**src/rtl/cart_mbc1.sv**
```systemverilog
// MBC1 cartridge mapper: decodes console bus cycles, holds the bank/control
// registers and drives physical ROM/RAM addresses, returning read data one clock later.
module cart_mbc1 #(
    parameter int unsigned ROM_ADDR_W  = 21,
    parameter int unsigned RAM_ADDR_W  = 15,
    parameter int unsigned RAM_PRESENT = 1
) (
    input  logic                  clk,
    input  logic                  rst,
    input  logic [15:0]           a,
    input  logic [7:0]            din,
    output logic [7:0]            dout,
    input  logic                  wr,
    input  logic                  rd,
    output logic [ROM_ADDR_W-1:0] rom_a,
    output logic                  rom_rd,
    input  logic [7:0]            rom_q,
    output logic [RAM_ADDR_W-1:0] ram_a,
    output logic                  ram_rd,
    output logic                  ram_wr,
    output logic [7:0]            ram_d,
    input  logic [7:0]            ram_q
);

    typedef enum logic [1:0] {
        SEL_NONE = 2'd0,
        SEL_ROM  = 2'd1,
        SEL_RAM  = 2'd2,
        SEL_FF   = 2'd3
    } rd_sel_e;

    localparam logic RAM_OK = (RAM_PRESENT != 0);

    logic       wr_q;
    logic       ram_en_q, ram_en_d;
    logic [4:0] bank1_q, bank1_d;
    logic [1:0] bank2_q, bank2_d;
    logic       mode_q, mode_d;
    rd_sel_e    rd_sel_q, rd_sel_d;
    logic       rd_pend_q;
    logic [7:0] dout_q, dout_d;

    logic       commit;
    logic [2:0] region;
    logic       is_rom, is_ram;
    logic [4:0] bank1_eff;
    logic [6:0] rom_bank;

    assign commit    = wr & ~wr_q;
    assign region    = a[15:13];
    assign is_rom    = ~a[15];
    assign is_ram    = (region == 3'b101);
    assign bank1_eff = (bank1_q == 5'd0) ? 5'd1 : bank1_q;

    // Low window follows bank2 only in mode 1; high window always uses both banks.
    assign rom_bank = a[14] ? {bank2_q, bank1_eff}
                            : (mode_q ? {bank2_q, 5'd0} : 7'd0);
    assign rom_a    = ROM_ADDR_W'({rom_bank, a[13:0]});
    assign ram_a    = RAM_ADDR_W'({(mode_q ? bank2_q : 2'b00), a[12:0]});
    assign ram_d    = din;

    // Strobes are gated by rst so they drop the moment reset asserts.
    assign rom_rd = rst & rd & ~wr & is_rom;
    assign ram_rd = rst & rd & ~wr & is_ram & ram_en_q & RAM_OK;
    assign ram_wr = rst & commit & is_ram & ram_en_q & RAM_OK;
    assign dout   = dout_q;

    always_comb begin
        ram_en_d = ram_en_q;
        bank1_d  = bank1_q;
        bank2_d  = bank2_q;
        mode_d   = mode_q;
        rd_sel_d = rd_sel_q;
        dout_d   = dout_q;

        if (commit) begin
            case (region)
                3'b000:  ram_en_d = (din[3:0] == 4'hA);
                3'b001:  bank1_d  = din[4:0];
                3'b010:  bank2_d  = din[1:0];
                3'b011:  mode_d   = din[0];
                default: ;
            endcase
        end

        if (rd) begin
            if (wr)
                rd_sel_d = SEL_FF;
            else if (is_rom)
                rd_sel_d = SEL_ROM;
            else if (is_ram && ram_en_q && RAM_OK)
                rd_sel_d = SEL_RAM;
            else
                rd_sel_d = SEL_FF;
        end

        // Memory data arrives the clock after the strobe; capture it only for a pending read.
        if (rd_pend_q) begin
            case (rd_sel_q)
                SEL_ROM: dout_d = rom_q;
                SEL_RAM: dout_d = ram_q;
                default: dout_d = 8'hFF;
            endcase
        end
    end

    always_ff @(posedge clk or negedge rst) begin
        if (!rst) begin
            wr_q      <= 1'b0;
            ram_en_q  <= 1'b0;
            bank1_q   <= 5'd0;
            bank2_q   <= 2'd0;
            mode_q    <= 1'b0;
            rd_sel_q  <= SEL_NONE;
            rd_pend_q <= 1'b0;
            dout_q    <= 8'hFF;
        end else begin
            wr_q      <= wr;
            ram_en_q  <= ram_en_d;
            bank1_q   <= bank1_d;
            bank2_q   <= bank2_d;
            mode_q    <= mode_d;
            rd_sel_q  <= rd_sel_d;
            rd_pend_q <= rd;
            dout_q    <= dout_d;
        end
    end

endmodule
```
**config.mk**
```make
export PLATFORM = sky130hd
export DESIGN_NAME = cart_mbc1
export DESIGN_NICKNAME = d
export VERILOG_FILES = /design/src/rtl/cart_mbc1.sv
export SDC_FILE = /design/constraint.sdc
export NUM_CORES = 1
export LEC_CHECK = 0
export CORE_MARGIN = 5
export CORE_UTILIZATION = 42
export CTS_CLUSTER_DIAMETER = 80
export DETAILED_ROUTE_END_ITERATION = 8
export DONT_BUFFER_PORTS = 1
export PLACE_DENSITY = 0.56
export SLEW_MARGIN = 20
export SYNTH_ARGS = -nofsm -noshare
export SYNTH_HDL_FRONTEND = slang
export SYNTH_SLANG_ARGS = --single-unit
export TNS_END_PERCENT = 1
```
**constraint.sdc**
```tcl
create_clock -name clk -period 1.3 [get_ports clk]
set_input_delay 0.13 -clock clk [delete_from_list [all_inputs] [get_ports clk]]
set_output_delay 0.13 -clock clk [all_outputs]
set_load 0.02 [all_outputs]
```
; ---- After elaboration in Yosys (flattened, before gate mapping)
; Index checks and enable logic that the tools add are counted.
[classes]
addsub = 0
n_mul = 0
n_div = 0
order_cmp = 0
n_eq_ne = 7
n_shift = 0
muxes = 8
bitwise = 12
reduce_logical = 7
[op_table]
columns = cell, count
row1 = $pmux 8 s2, 1
row2 = $mux 7, 2
row3 = $and 1x1->1, 9
row4 = $reduce_and 2->1, 4
row5 = $eq 3x2->1 const B, 2
row6 = $mux 2, 3
row7 = $logic_not 5->1, 1
row8 = $mux 5, 1
row9 = $eq 4x4->1 const B, 1
row10 = $eq 3x1->1 const B, 1
row11 = $eq 3x3->1 const B, 1
row12 = $logic_not 3->1, 1
row13 = $not 1->1, 3
row14 = $eq 2x1->1 const B, 1
row15 = $eq 2x2->1 const B, 1
row16 = $logic_and 1x1->1, 1
row17 = $mux 1, 1
[totals]
regBits = 21
latch_bits = 0
ramBits = 0
rom_bits = 0
output_inout_bits = 55
elab_cells = 42
n_memories = 0

; ---- Logic depth before layout (Yosys ltp)
[logic_depth]
ltp_word = 5
mapped_depth = 5
mapped_depth_nobuf = 4

; ---- Least setup slack after synthesis
; OpenSTA, ideal clock, no wires.
[synth_timing]
kind = reg2reg
start = reg rd_sel_q[0]
end = reg dout_q[0] (netlist: dout[0])
setup_ps = 86
arrival_time_ps = 1094
t_required_ps = 1214
setup_slack_ps = 121
path_stages_with_launch = 6
n_path_buf = 1
period_less_slack_ps = 1179
path_cell_list = dfrtp_1 inv_1 ha_1 clkbuf_1 a221oi_1 a21oi_1
[synth_via]
elab_chain_cells = 2
elab_cells_between_ends = 3
cone_classes = eq/ne: 2 / mux: 1
[synth_rtl]
columns = item, line_no
row1 = from (decl), 39  ; rd_sel_e rd_sel_q, rd_sel_d;
row2 = from (signal assigned), 123  ; rd_sel_q <= rd_sel_d;
row3 = $eq 2x2->1 or $eq 2x1->1 (tied branches), 99  ; case (rd_sel_q)
row4 = $pmux 8 s2 (*), 99
row5 = to (signal assigned), 125  ; dout_q <= dout_d;
row6 = to (decl), 41  ; logic [7:0] dout_q, dout_d;
; Mark *: on every way between the ends. The rest lies on a longest branch, timed or not.
; A chain may end at the register's enable or synchronous reset.

; ---- Final worst setup path
[layout_timing]
start = reg bank1_q[4]
end = out rom_a[14]
[layout_via]
elab_chain_cells = 3
[layout_rtl]
columns = item, line_no
row1 = from (decl), 36  ; logic [4:0] bank1_q, bank1_d;
row2 = from (signal assigned), 120  ; bank1_q <= bank1_d;
row3 = $logic_not 5->1, 53  ; assign bank1_eff = (bank1_q == 5'd0) ? 5'd1 : bank1_q;
row4 = $mux 5, 53
row5 = $mux 7, 56  ; assign rom_bank = a[14] ? {bank2_q, bank1_eff}
row6 = to (decl), 15  ; output logic [ROM_ADDR_W-1:0] rom_a,
; Every way passes these cells.

==> impl_metrics.env <==
export IMPL_worstSkewPairLatency_ns=0.30
export IMPL_busiest_layer="met2"
export IMPL_combPwrFrac_pct=21.6
export IMPL_grt_pass1_vias=814
export IMPL_cp_required_ns=1.17
export IMPL_relSlewSlack_pct=68.36
export IMPL_fmax_ghz=0.7552
export IMPL_die_height_um=65.29
export IMPL_synth_area_sq_mm=0.001284
export IMPL_rsz0062_at_grt="yes"
export IMPL_peakVddDrop_mv=0.6563
export IMPL_reg2reg_slack_ns=0.05
export IMPL_synthToLayoutAreaGrowth_pct=-5.653
export IMPL_gr_usage_met1_pct=12.96
export IMPL_p_int_mw=1.079
export IMPL_hp_class="in -> reg"
export IMPL_setup_violations=3
export IMPL_synth_top_cell_area_share_pct=25.34
export IMPL_ios=99
export IMPL_wl_per_cell_um=17.57
export IMPL_grt_pass1_wl_um=3933
export IMPL_start_util_pct=42.75
export IMPL_violations="negative setup slack"
export IMPL_min_from="rom_q[7]"
export IMPL_holdPathStages=2
export IMPL_fin_crit_sh_pct=101.9
export IMPL_drtIter0Drc=16
export IMPL_cp_arrival_ns=1.19
export IMPL_ff2ff_path_depth=4
export IMPL_gp_congestion=0.6727
export IMPL_clock_root_buffer="clkbuf_4"
export IMPL_switching_share_pct=31.71
export IMPL_r2r_end="dout[3]$_DFFE_PN1P_"
export IMPL_clockBufferDepth=2
export IMPL_hold_worst_slack_ns=0.04406
export IMPL_io_buffers=0
export IMPL_cpPeakStageDelay_ns=0.40
export IMPL_utilization_pct=40.33
export IMPL_pwr_share_clk_pct=19.3
export IMPL_synth_area_leaders="dfrtp_1 25%, buf_4 20%, dfstp_2 16%"
export IMPL_avgViaCountPerCell=5.696
export IMPL_synthesis_instances=126
export IMPL_rows=20
export IMPL_synth_cell_type_count=25
export IMPL_min_to="dout[7]$_DFFE_PN1P_"
export IMPL_status="finished with violations"
export IMPL_worst_pin_slew_ns=0.4747
export IMPL_fin_total_pwr_mw=1.580
export IMPL_drive_gt1_share_pct=32.35
export IMPL_slowest_stage="dfrtp_1"
export IMPL_hpwl_um=1781
export IMPL_leakagePower_nw=0.4821
export IMPL_finalHoldViolCount=0
export IMPL_grt_max_degree=22
export IMPL_h_tree_depth=1
export IMPL_num_vias=769
export IMPL_cp_cell_sequence="nor4_2 -> o21a_2"
export IMPL_n_antenna_cell=0
export IMPL_grtUsageMet2_pct=18.71
export IMPL_clkSinkCount=21
export IMPL_start_kind="flip-flop"
export IMPL_numCtsBuffers=3
export IMPL_synth_top_cell_by_area="dfrtp_1"
export IMPL_fin_ws_ns=-0.02411
export IMPL_wl_um=2372
export IMPL_cp_max_fo=2
export IMPL_fin_nets=149
export IMPL_dieArea_sq_mm=0.004262
export IMPL_switchingPower_uw=501.1
export IMPL_powerDensity_mw_per_mm2=1305
export IMPL_rr_startpoint="rd_sel_q[0]$_DFFE_PN0P_"
export IMPL_antenna_found_initial=0
export IMPL_report_final_slew_viol_count=0
export IMPL_synth_nets=172
export IMPL_p_seq_share_pct=59.1
export IMPL_synth_seq_area_share_pct=41.72
export IMPL_grt_met3_usage_pct=8.547
export IMPL_ant_nets=0
export IMPL_clk_pin_slew_ns=0.11
export IMPL_period_needed_ns=1.324
export IMPL_end_kind="output pin"
export IMPL_grt_total_usage_pct=11.96
export IMPL_crit_type="reg -> out"
export IMPL_die_width_um=65.29
export IMPL_cts_tree="built"
export IMPL_grt_overflow=0
export IMPL_drc=0
export IMPL_drtPass1Iterations=2
export IMPL_synth_seq_cells=21
export IMPL_yosysWarnings=0
export IMPL_core_sq_mm=0.003003
export IMPL_finClkSkew_ns=0.005005
export IMPL_avgSynthCellArea_sq_um=10.19
export IMPL_drv_cap=0
## synthesized netlist by cell type
cell type	count
nor3b_4	1
o21ai_0	4
dfstp_2	8
a21oi_1	8
dfrtp_1	13
nand2_1	2
o21a_1	3
nor2_1	9
and2_1	6
a221oi_1	8
nand3_1	1
buf_4	35
nand3b_1	1
nor4bb_1	1
nand4b_1	1
nor2b_1	1
and4bb_2	1
nor4_1	1
inv_1	2
mux2_2	9
buf_2	1
nor3b_1	2
clkbuf_1	5
nand4_1	1
ha_1	2
## layer usage
| layer | share of wire [%] | up-vias | wire length, um |
|---|---|---|---|
| met5 | 0 | - | 0 |
| met4 | 0.89 | 0 | 21 |
| met3 | 18 | 4 | 429 |
| met2 | 45 | 61 | 1072 |
| met1 | 36 | 346 | 849 |
| li1 | - | 358 | - |
## area by class of cell
type | count | area (sq um)
Sequential cell | 21 | 535.5
Inverter | 2 | 7.507
Clock buffer | 4 | 26.28
Multi-Input combinational cell | 62 | 483.0
Tap cell | 33 | 41.29
Fill cell | 300 | 1792
Timing Repair Buffer | 13 | 117.6
## power by group through the flow
stage / sequential [mW] / clock [mW] / combinational [mW]
5_1_grt: 0.955 / 0.360 / 0.384
3_5_place_dp: 0.945 / 0 / 0.285
2_1_floorplan: 0.914 / 0 / 0.424
3_3_place_gp: 0.942 / 0 / 0.279
6_report: 0.934 / 0.306 / 0.341
4_1_cts: 0.936 / 0.329 / 0.340
## sequential cells by signal, indices dropped and copies added, names as in the netlist
| signal | cells |
|---|---|
| mode_q | 1 |
| rd_sel_q | 2 |
| wr_q | 1 |
| dout | 8 |
| rd_pend_q | 1 |
| bank1_q | 5 |
| bank2_q | 2 |
| ram_en_q | 1 |
## worst max-delay path by stage
stage                       startpoint                endpoint  slack [ns]  cells past startpoint
2_1_floorplan  rd_sel_q[0]$_DFFE_PN0P_     dout[0]$_DFFE_PN1P_        0.12                      5
4_1_cts         bank1_q[2]$_DFFE_PN0P_               rom_a[14]       -0.05                      2
5_1_grt           ram_en_q$_DFFE_PN0P_                  ram_rd       -0.17                      3
3_5_place_dp            wr_q$_DFF_PN0_  bank1_q[3]$_DFFE_PN0P_        0.03                      3
6_report        bank1_q[4]$_DFFE_PN0P_               rom_a[14]       -0.02                      2
3_3_place_gp            wr_q$_DFF_PN0_  bank1_q[0]$_DFFE_PN0P_        0.04                      3
## worst max-delay path: cells and delay by family (launching register included)
kind / cells / cell delay (ns)
AO/OA/AOI/OAI: 1 / 0.22
AND/OR/NAND/NOR: 1 / 0.28
flip-flops: 1 / 0.40
## what timing repair did
action / CTS / global route
pin swaps: 4 / 2
setup buffers: 1 / 0
gates resized for setup: 5 / 2
hold endpoints to repair: 33 / 13
hold buffers: 9 / 1
setup endpoints to repair: 3 / 14
## placed cells by master, fill, tap and decap left out, types with 2 or more instances in the layout
master,n
a221oi_1,7
dlygate4sd3_1,9
o21ai_0,4
dfstp_2,8
nor3b_2,2
buf_4,3
a21oi_1,8
nor2_1,9
o21a_1,2
dfrtp_1,13
clkbuf_4,3
mux2_2,9
and2_1,6
inv_1,2
## cells by family after synthesis
kind of cell / share of synthesized area, %
DFF: 41.72
buffers and inverters: 22.90
and+or+nand+nor: 13.65
muxes: 7.895
adders and majority gates: 1.949
AOI/OAI and AO/OA: 11.89
## through the flow
stage                     setup TNS [ns]  area (sq um)  std cells  setup slack, ns
after floorplan                        0          1284        126           0.1206
after global routing             -0.5149          1211        135          -0.1699
after CTS                        -0.1312          1197        134         -0.05466
final                           -0.05141          1211        135         -0.02411
after detailed placement               0          1054        120          0.02565
after global placement                 0          1054        120          0.03761
Note: power is estimated with default switching activity, not from simulation.
